`src/rtl/lib_pkg.sv`:
```
// lib_pkg: shared core typedefs; loader_state_t sequences the instruction-memory loader.
package lib_pkg;

    typedef enum logic [2:0] {
        OP_R, OP_I, OP_LOAD, OP_STORE, OP_BRANCH, OP_JAL, OP_LUI
    } op_type_t;

    typedef enum logic [3:0] {
        ALU_ADD, ALU_SUB, ALU_AND, ALU_OR, ALU_XOR,
        ALU_SLL, ALU_SRL, ALU_SRA, ALU_SLT, ALU_SLTU
    } alu_type_t;

    typedef enum logic [1:0] {
        IDLE, LOAD, CHECK, DONE
    } loader_state_t;

endpackage

```
`src/rtl/imem_loader.sv`:
```
// imem_loader: streams a program into instruction memory and holds the core in reset until done.
// Optional trailing checksum word is enabled by defining IMEM_LOADER_CHECKSUM_EN.
module imem_loader
    import lib_pkg::*;
#(
    parameter int WIDTH = 32,
    parameter int IADDR = 5
) (
    input  logic             clk,
    input  logic             reset_n,
    input  logic             start,
    input  logic [IADDR:0]   load_len,
    input  logic             in_valid,
    input  logic [WIDTH-1:0] in_data,
    output logic             in_ready,
    output logic             mem_wr_en,
    output logic [IADDR-1:0] mem_addr,
    output logic [WIDTH-1:0] mem_wdata,
    output logic             busy,
    output logic             done,
    output logic             error,
    output logic             core_reset_n
);

    localparam logic [IADDR:0] MAX_LEN = (IADDR+1)'(1) << IADDR;

    loader_state_t  state;
    logic [IADDR:0] cnt, len, len_in;

    assign len_in    = (load_len > MAX_LEN) ? MAX_LEN : load_len;
    assign in_ready  = (state == LOAD) || (state == CHECK);
    assign mem_wr_en = in_valid && (state == LOAD);
    assign mem_addr  = cnt[IADDR-1:0];
    assign mem_wdata = in_data;
    assign busy      = in_ready;
    assign done      = (state == DONE);

`ifdef IMEM_LOADER_CHECKSUM_EN
    logic [WIDTH-1:0] sum;
    logic             err_q;
    assign error = err_q;
`else
    assign error = 1'b0;
`endif

    // len never exceeds 2**IADDR, so the last accepted address is at most 2**IADDR-1
    always_ff @(posedge clk) begin
        if (!reset_n) begin
            state        <= IDLE;
            cnt          <= '0;
            len          <= '0;
            core_reset_n <= 1'b0;
`ifdef IMEM_LOADER_CHECKSUM_EN
            sum          <= '0;
            err_q        <= 1'b0;
`endif
        end else begin
            core_reset_n <= (state == DONE) && !start;
            case (state)
                IDLE, DONE: if (start) begin
                    cnt   <= '0;
                    len   <= len_in;
                    state <= (len_in == '0) ? DONE : LOAD;
`ifdef IMEM_LOADER_CHECKSUM_EN
                    sum   <= '0;
                    err_q <= 1'b0;
`endif
                end
                LOAD: if (in_valid) begin
                    cnt <= cnt + 1'b1;
`ifdef IMEM_LOADER_CHECKSUM_EN
                    sum <= sum + in_data;
                    if (cnt == len - 1'b1) state <= CHECK;
`else
                    if (cnt == len - 1'b1) state <= DONE;
`endif
                end
`ifdef IMEM_LOADER_CHECKSUM_EN
                CHECK: if (in_valid) begin
                    err_q <= (in_data != sum);
                    state <= DONE;
                end
`endif
                default: state <= IDLE;
            endcase
        end
    end

endmodule

```
`config.mk`:
```
export PLATFORM = sky130hd
export DESIGN_NAME = imem_loader
export DESIGN_NICKNAME = d
export VERILOG_FILES = /design/src/rtl/lib_pkg.sv /design/src/rtl/imem_loader.sv
export SDC_FILE = /design/constraint.sdc
export NUM_CORES = 1
export LEC_CHECK = 0
export ABC_AREA = 1
export CAP_MARGIN = 20
export CORE_ASPECT_RATIO = 0.6
export CORE_UTILIZATION = 39
export CTS_BUF_LIST = sky130_fd_sc_hd__clkbuf_4
export CTS_CLUSTER_SIZE = 28
export DETAILED_ROUTE_END_ITERATION = 12
export GPL_TIMING_DRIVEN = 0
export PLACE_DENSITY = 0.93
export SYNTH_ARGS = -nofsm -noshare
export SYNTH_HDL_FRONTEND = slang
export SYNTH_SLANG_ARGS = --single-unit
```
`constraint.sdc`:
```
create_clock -name clk -period 5.1 [get_ports clk]
set_input_delay 0.765 -clock clk [delete_from_list [all_inputs] [get_ports clk]]
set_output_delay 0.765 -clock clk [all_outputs]
set_load 0.1 [all_outputs]
```
==> results.py, run 1 <==
metrics = {
    "synth": {
        "synth_area_um2": 1245,
        "yosys.area_share.xor_xnor": 0.01407,
        "synth.distinct_cells": 26,
        "syn_area_per_cell_um2": 6.766,
        "synth-compound-area-share": 0.1206,
        "synthesis.nets": 231,
        "yosys_warnings": 0,
        "ys_seq_area_frac": 0.2412,
        "synth_top_family_by_area": "buffers and inverters",
        "synthAdderAreaFrac": 0.05025,
        "syn-instance-count": 184,
        "yosys.area_share.simple": 0.2613,
        "synth-seq-cells": 15,
        "synth_mux_area_frac": 0,
    },
    "grt": {
        "grt_first_pass_wirelength_um": 4519,
        "grt.overflow.total": 0,
        "grt_util_all_layers": 0.1779,
        "grt_max_degree": 10,
        "antenna_found_initial": 0,
        "grt_pass1_vias": 1010,
    },
    "critical_path": {
        "path_depth": 4,
        "cp_top_family": "buffers and inverters",
        "reg2reg_slack_ns": 3.18,
        "slowest_stage": "clkdlybuf4s50_1",
        "arrival_ns": 2.52,
        "critPathBufInv": 3,
        "crit_path_cell_trace": "clkdlybuf4s50_1 > nand2_1 > inv_1 > clkdlybuf4s50_1",
        "worst_r2r_path_depth": 11,
        "critPathMostFrequentCell": "clkdlybuf4s50_1",
        "slowest_delay_ns": 1.14,
        "critPathLaunchType": "primary input",
        "critPathMaxFanout": 3,
        "timing.rr.end": "cnt[4]",
        "r2r-start": "state[0]",
        "crit_path_end_kind": "primary output",
        "path_class": "primary input to primary output",
        "crit_required_ns": 4.34,
    },
    "drt": {
        "num_vias": 1234,
        "routed_wl_um": 2876,
        "drt-wirelength-per-cell_um": 10.23,
        "vias_per_cell": 4.391,
        "firstDrtPassIters": 4,
        "drtAntennaViolNets": 0,
        "drcViolationCount": 0,
        "drt-initial-drc-count": 54,
    },
    "pwr": {
        "ir_drop_v": 0.0004329,
        "power.switching_w": 0.0004707,
        "p_seq_frac": 0.200,
        "p_leak_nw": 0.8467,
        "clockPowerShare": 0.090,
        "switching_share": 0.5869,
        "internal_power_w": 0.0003313,
        "cellPowerDensity_nw_per_um2": 436.9,
        "power.share.combinational": 0.710,
    },
    "cells_and_area": {
        "fillers": 268,
        "multiInputGateArea_um2": 559.3,
        "drive_gt1_frac": 0.2259,
        "regArea_um2": 300.3,
        "flow.area_growth_from_synthesis_pct": 47.44,
        "diodes": 0,
        "layout.nets": 287,
    },
    "clock_network": {
        "clk_pin_slew_worst_paths_ns": 0.10,
        "cts_resized": 0,
        "insertion_delay_ns": 0.29,
        "cts_setup_buffers": 0,
        "cts_tree": "done",
        "cts_sinks": 15,
        "clockBufferDepth": 2,
        "cts-root-buf": "clkbuf_4",
        "cts_max_level": 1,
        "cts_hold_buffers": 0,
        "cts_buffers": 3,
    },
    "timing": {
        "hold_slack_ns": 0.5215,
        "finalClockSkew_ns": 0.003608,
        "fin_crit_ns": 3.284,
        "fin_crit_sh": 0.6439,
        "maxSlewViolCount": 0,
        "relSlewSlack": 0.3409,
        "rsz0062_at_grt": "false",
        "hold_violations": 0,
        "final.setup.tns_ns": 0,
        "fmax_ghz": 0.3045,
        "setup_viol": 0,
        "worst_pin_slew_ns": 0.9855,
    },
    "place": {
        "dp_hpwl_um": 2431,
        "numPortBuffers": 51,
        "place_congestion": 0.8641,
    },
    "floorplan": {
        "io_pins": 85,
        "die_w_um": 74.94,
        "fp.dieArea_um2": 3430,
        "core_area_um2": 2947,
        "die_y_um": 45.77,
        "initial_utilization": 0.4225,
        "row_count": 15,
    },
    "min_path": {
        "hold_path_depth": 2,
        "hold_class": "flop to flop",
        "hold_start": "len[5]",
        "min_to": "len[5]",
    },
    "job": {
        "drv_cap": 0,
    },
    "status": {
        "outcome": "completed",
    },
}
-- layer usage --
layer | share of wire | track usage | vias to the layer above
met5 | 0 | 0 | -
met4 | 0.0087 | 0.04151 | 0
met3 | 0.084 | 0.05531 | 4
met2 | 0.45 | 0.2811 | 49
met1 | 0.46 | 0.2383 | 532
li1 | - | - | 649
-- flip-flops by register name, indices dropped and copies added (netlist names) --
register	cells
len	6
core_reset_n	1
cnt	6
state	2
-- synthesized netlist by cell type --
library cell,count,share of area
nand2_1,40,0.12
buf_4,39,0.24
inv_1,22,0.066
dfxtp_1,15,0.24
nor2_1,13,0.039
a21oi_1,12,0.048
nand3_1,10,0.040
ha_1,5,0.050
o21ai_0,4,0.016
nand2_2,3,0.015
a211oi_1,2,0.012
a22oi_1,2,0.012
nor2_2,2,0.010
nor3_1,2,0.0080
xnor2_1,2,0.014
a21oi_4,1,0.013
conb_1,1,0.0030
inv_2,1,0.0030
inv_4,1,0.0050
nor3b_1,1,0.0060
nor4_1,1,0.0050
o21a_1,1,0.0060
o41ai_2,1,0.013
or2_1,1,0.0050
or2_2,1,0.0050
or2_4,1,0.0070
-- logic make-up after synthesis --
family / after synthesis
XOR/XNOR: 2
AO/OA/AOI/OAI: 23
AND/OR/NAND/NOR: 75
adder cells (fa/ha/maj): 5
buffers and inverters: 63
other: 1
flip-flops: 15
-- worst max path at each step --
stage	from	end	slack, ns
detailed placement	in_valid	mem_wr_en	1.81
CTS	in_valid	mem_wr_en	1.81
global placement	in_valid	mem_wr_en	1.82
finish	in_valid	mem_wr_en	1.82
global route	in_valid	mem_wr_en	1.78
floorplan	in_valid	mem_wr_en	2.91
-- metrics by stage --
| stage | instance area [um^2] | total power (W) | util | setup WS, ns | std cells |
|---|---|---|---|---|---|
| after floorplan | 1245 | 0.0006149 | - | 2.914 | 184 |
| after global placement | 1808 | 0.0007134 | 0.6136 | 1.824 | 277 |
| final | 1836 | 0.0008020 | 0.6229 | 1.816 | 281 |
| after global routing | 1836 | 0.0008546 | 0.6229 | 1.778 | 281 |
| after CTS | 1836 | 0.0008033 | 0.6229 | 1.814 | 281 |
| after detailed placement | 1808 | 0.0007290 | 0.6136 | 1.814 | 277 |
-- cell usage in the layout, fill, tap and decap left out, types with 4 or more instances in the layout --
cell / n
a21oi_1: 12
buf_4: 39
clkdlybuf4s50_1: 51
dfxtp_1: 15
ha_1: 5
inv_1: 22
nand2_1: 40
nand3_1: 10
nor2_1: 13
o21ai_0: 4
-- power by group through the flow --
stage	Clock [W]	Sequential [W]	Combinational, W
final	0.0000719	0.000161	0.000569
after global routing	0.0000816	0.000164	0.000609
after CTS	0.0000748	0.000160	0.000568
after detailed placement	0	0.000163	0.000566
after global placement	0	0.000160	0.000553
after floorplan	0	0.000156	0.000459
-- layout make-up --
cell class              count  area share
clock buffers               3     0.01227
plain buffers              39      0.1595
clock inverters             1    0.002727
inverters                  24     0.05044
repair buffers             51      0.2781
well taps                  42     0.02863
multi-input cells         106      0.3047
flip-flops and latches     15      0.1636
-- worst register-to-register path: stages, from the launching register on --
cell,delay (ns)
dfxtp_1,0.41
inv_1,0.06
ha_1,0.33
inv_4,0.11
or2_4,0.14
nand2_2,0.07
a21oi_4,0.23
nand2_2,0.08
nor2_2,0.11
nand2_1,0.08
a21oi_1,0.12
o21a_1,0.13
Power figures use the tool's default switching activity.
==> run 2: changes to the inputs <==
--- a/config.mk
+++ b/config.mk
@@ -8,12 +8,12 @@
 export ABC_AREA = 1
 export CAP_MARGIN = 20
 export CORE_ASPECT_RATIO = 0.6
-export CORE_UTILIZATION = 39
+export CORE_UTILIZATION = 33
 export CTS_BUF_LIST = sky130_fd_sc_hd__clkbuf_4
 export CTS_CLUSTER_SIZE = 28
 export DETAILED_ROUTE_END_ITERATION = 12
 export GPL_TIMING_DRIVEN = 0
-export PLACE_DENSITY = 0.93
+export PLACE_DENSITY = 0.85
 export SYNTH_ARGS = -nofsm -noshare
 export SYNTH_HDL_FRONTEND = slang
 export SYNTH_SLANG_ARGS = --single-unit
==> constraint.sdc (replaced) <==
create_clock -name clk -period 2.7 [get_ports clk]
set_input_delay 0.405 -clock clk [delete_from_list [all_inputs] [get_ports clk]]
set_output_delay 0.405 -clock clk [all_outputs]
set_load 0.1 [all_outputs]
==> run 2 against run 1 <==
  * Core utilization is 8.5 points lower
  * Register-to-register slack worse by 2.3 ns
  * Sequential share of layout area is 0.056 points lower
  * Count of clock-buffer cells in the layout is 1 higher
  * Critical path type is now flop to primary output
  * Die area is 18% higher
==> results.py, run 2 (same netlist as run 1, synthesis figures left out) <==
metrics = {
    "status": {
        "outcome": "completed",
    },
    "critical_path": {
        "critPathMaxFanout": 5,
        "crit_required_ns": 2.30,
        "slowest_stage": "dlygate4sd2_1",
        "crit_path_end_kind": "primary output",
        "critPathLaunchType": "flop",
        "arrival_ns": 2.12,
        "path_class": "flop to primary output",
        "slowest_delay_ns": 0.84,
        "cp_top_family": "buffers and inverters",
        "critPathBufInv": 4,
        "crit_path_cell_trace": "inv_1 > ha_1 > inv_4 > buf_4 > dlygate4sd2_1",
    },
    "cells_and_area": {
        "fin_cells": 284,
        "top_regs": "cnt: 6 flops, len: 6 flops, state: 2 flops",
        "final_common_cell": "clkdlybuf4s50_1",
        "drive_gt1_frac": 0.2259,
        "layout.nets": 287,
        "flow.area_growth_from_synthesis_pct": 47.94,
        "diodes": 0,
        "fillers": 338,
        "final_cell_mix": "48 x clkdlybuf4s50_1, 40 x nand2_1, 39 x buf_4",
        "fin_util": 0.5380,
    },
    "drt": {
        "drt-wirelength-per-cell_um": 10.60,
        "firstDrtPassIters": 4,
        "drtAntennaViolNets": 0,
        "vias_per_cell": 4.257,
        "routed_wl_um": 3010,
        "drt-initial-drc-count": 76,
        "num_vias": 1209,
        "drcViolationCount": 0,
    },
    "clock_network": {
        "cts_sinks": 15,
        "cts_max_level": 1,
        "cts_buffers": 3,
        "cts-root-buf": "clkbuf_4",
        "cts_setup_buffers": 0,
        "cts_hold_buffers": 0,
        "clockBufferDepth": 2,
        "cts_tree": "done",
        "clk_pin_slew_worst_paths_ns": 0.08,
        "insertion_delay_ns": 0.29,
    },
    "floorplan": {
        "initial_utilization": 0.3637,
        "row_count": 16,
        "die_y_um": 49.58,
        "io_pins": 85,
        "core_area_um2": 3423,
        "fp.dieArea_um2": 4030,
        "die_w_um": 81.30,
    },
    "pwr": {
        "power.share.combinational": 0.707,
        "p_leak_nw": 0.8697,
        "switching_share": 0.5819,
        "internal_power_w": 0.0006230,
        "p_seq_frac": 0.199,
        "cellPowerDensity_nw_per_um2": 809.0,
        "ir_drop_v": 0.0005331,
        "power.switching_w": 0.0008670,
        "clockPowerShare": 0.094,
    },
    "timing": {
        "maxSlewViolCount": 0,
        "fin_crit_sh": 0.9348,
        "fin_crit_ns": 2.524,
        "finalClockSkew_ns": 0.001804,
        "rsz0062_at_grt": "false",
        "fmax_ghz": 0.3962,
        "hold_violations": 0,
        "setup_viol": 0,
        "worst_pin_slew_ns": 0.9773,
        "final.setup.tns_ns": 0,
        "relSlewSlack": 0.3464,
    },
    "place": {
        "place_congestion": 0.8648,
        "numPortBuffers": 51,
        "place_inst": 280,
        "dp_hpwl_um": 2553,
    },
    "min_path": {
        "hold_class": "flop to flop",
    },
    "job": {
        "drv_cap": 0,
    },
    "grt": {
        "grt_max_degree": 9,
        "grt.overflow.total": 0,
        "grt_first_pass_wirelength_um": 4581,
        "grt_pass1_vias": 1022,
        "grt_util_all_layers": 0.1468,
        "antenna_found_initial": 0,
    },
}
## run 2: metrics by stage
stage                     cell area (um^2)  setup slack (ns)  power, W  hold slack, ns
final                                 1842            0.1760  0.001490          0.5078
after global placement                1812            0.1457  0.001348          0.4773
after floorplan                       1245            0.7834  0.001162          0.4580
after detailed placement              1812            0.1404  0.001364          0.5006
after global routing                  1842            0.1175  0.001573          0.5196
after CTS                             1839           0.05812  0.001490          0.5105
## run 2: power by group through the flow
stage               clock (W)  combinational, W  sequential [W]
global placement            0           0.00105        0.000301
finish               0.000140           0.00105        0.000296
floorplan                   0          0.000867        0.000295
CTS                  0.000144           0.00105        0.000296
detailed placement          0           0.00106        0.000301
global route         0.000155           0.00112        0.000302
## run 2: area by class of cell
| type | count | area (um^2) | area share |
|---|---|---|---|
| multi-input cells | 106 | 559.3 | 0.3037 |
| repair buffers | 51 | 510.5 | 0.2772 |
| flip-flops and latches | 15 | 300.3 | 0.1630 |
| plain buffers | 39 | 292.8 | 0.1590 |
| inverters | 24 | 92.59 | 0.05027 |
| well taps | 45 | 56.30 | 0.03057 |
| clock buffers | 4 | 30.03 | 0.01630 |
## run 2: worst reg2reg max path: cells and delay by family (launching register included)
kind,cells,cell delay [ns]
and+or+nand+nor,5,0.46
adders and majority gates,1,0.34
buffers and inverters,2,0.17
DFF,1,0.38
AOI/OAI and AO/OA,3,0.47
## run 2: path summary, 6_finish.rpt
kind / start / to / slack, ns / cells after the start
setup / recovery: state[0] / in_ready / 0.18 / 5
hold / removal: state[1] / state[1] / 0.51 / 2
setup reg to reg: state[0] / cnt[4] / 0.84 / 11
hold reg to reg: state[1] / state[1] / 0.51 / 2
## run 2: per-layer routing
layer  vias to the layer above  track usage  routed length [um]
met2                        32       0.2306                1442
li1                        650            -                   -
met5                         -            0                   0
met3                         4      0.04815                 147
met4                         0      0.02381                  10
met1                       523       0.1964                1410
## run 2: repair_timing
item,4_1_cts,5_1_grt
endpoints found under the hold margin,0,0
gates resized for setup,2,1
endpoints found under the setup margin,2,1
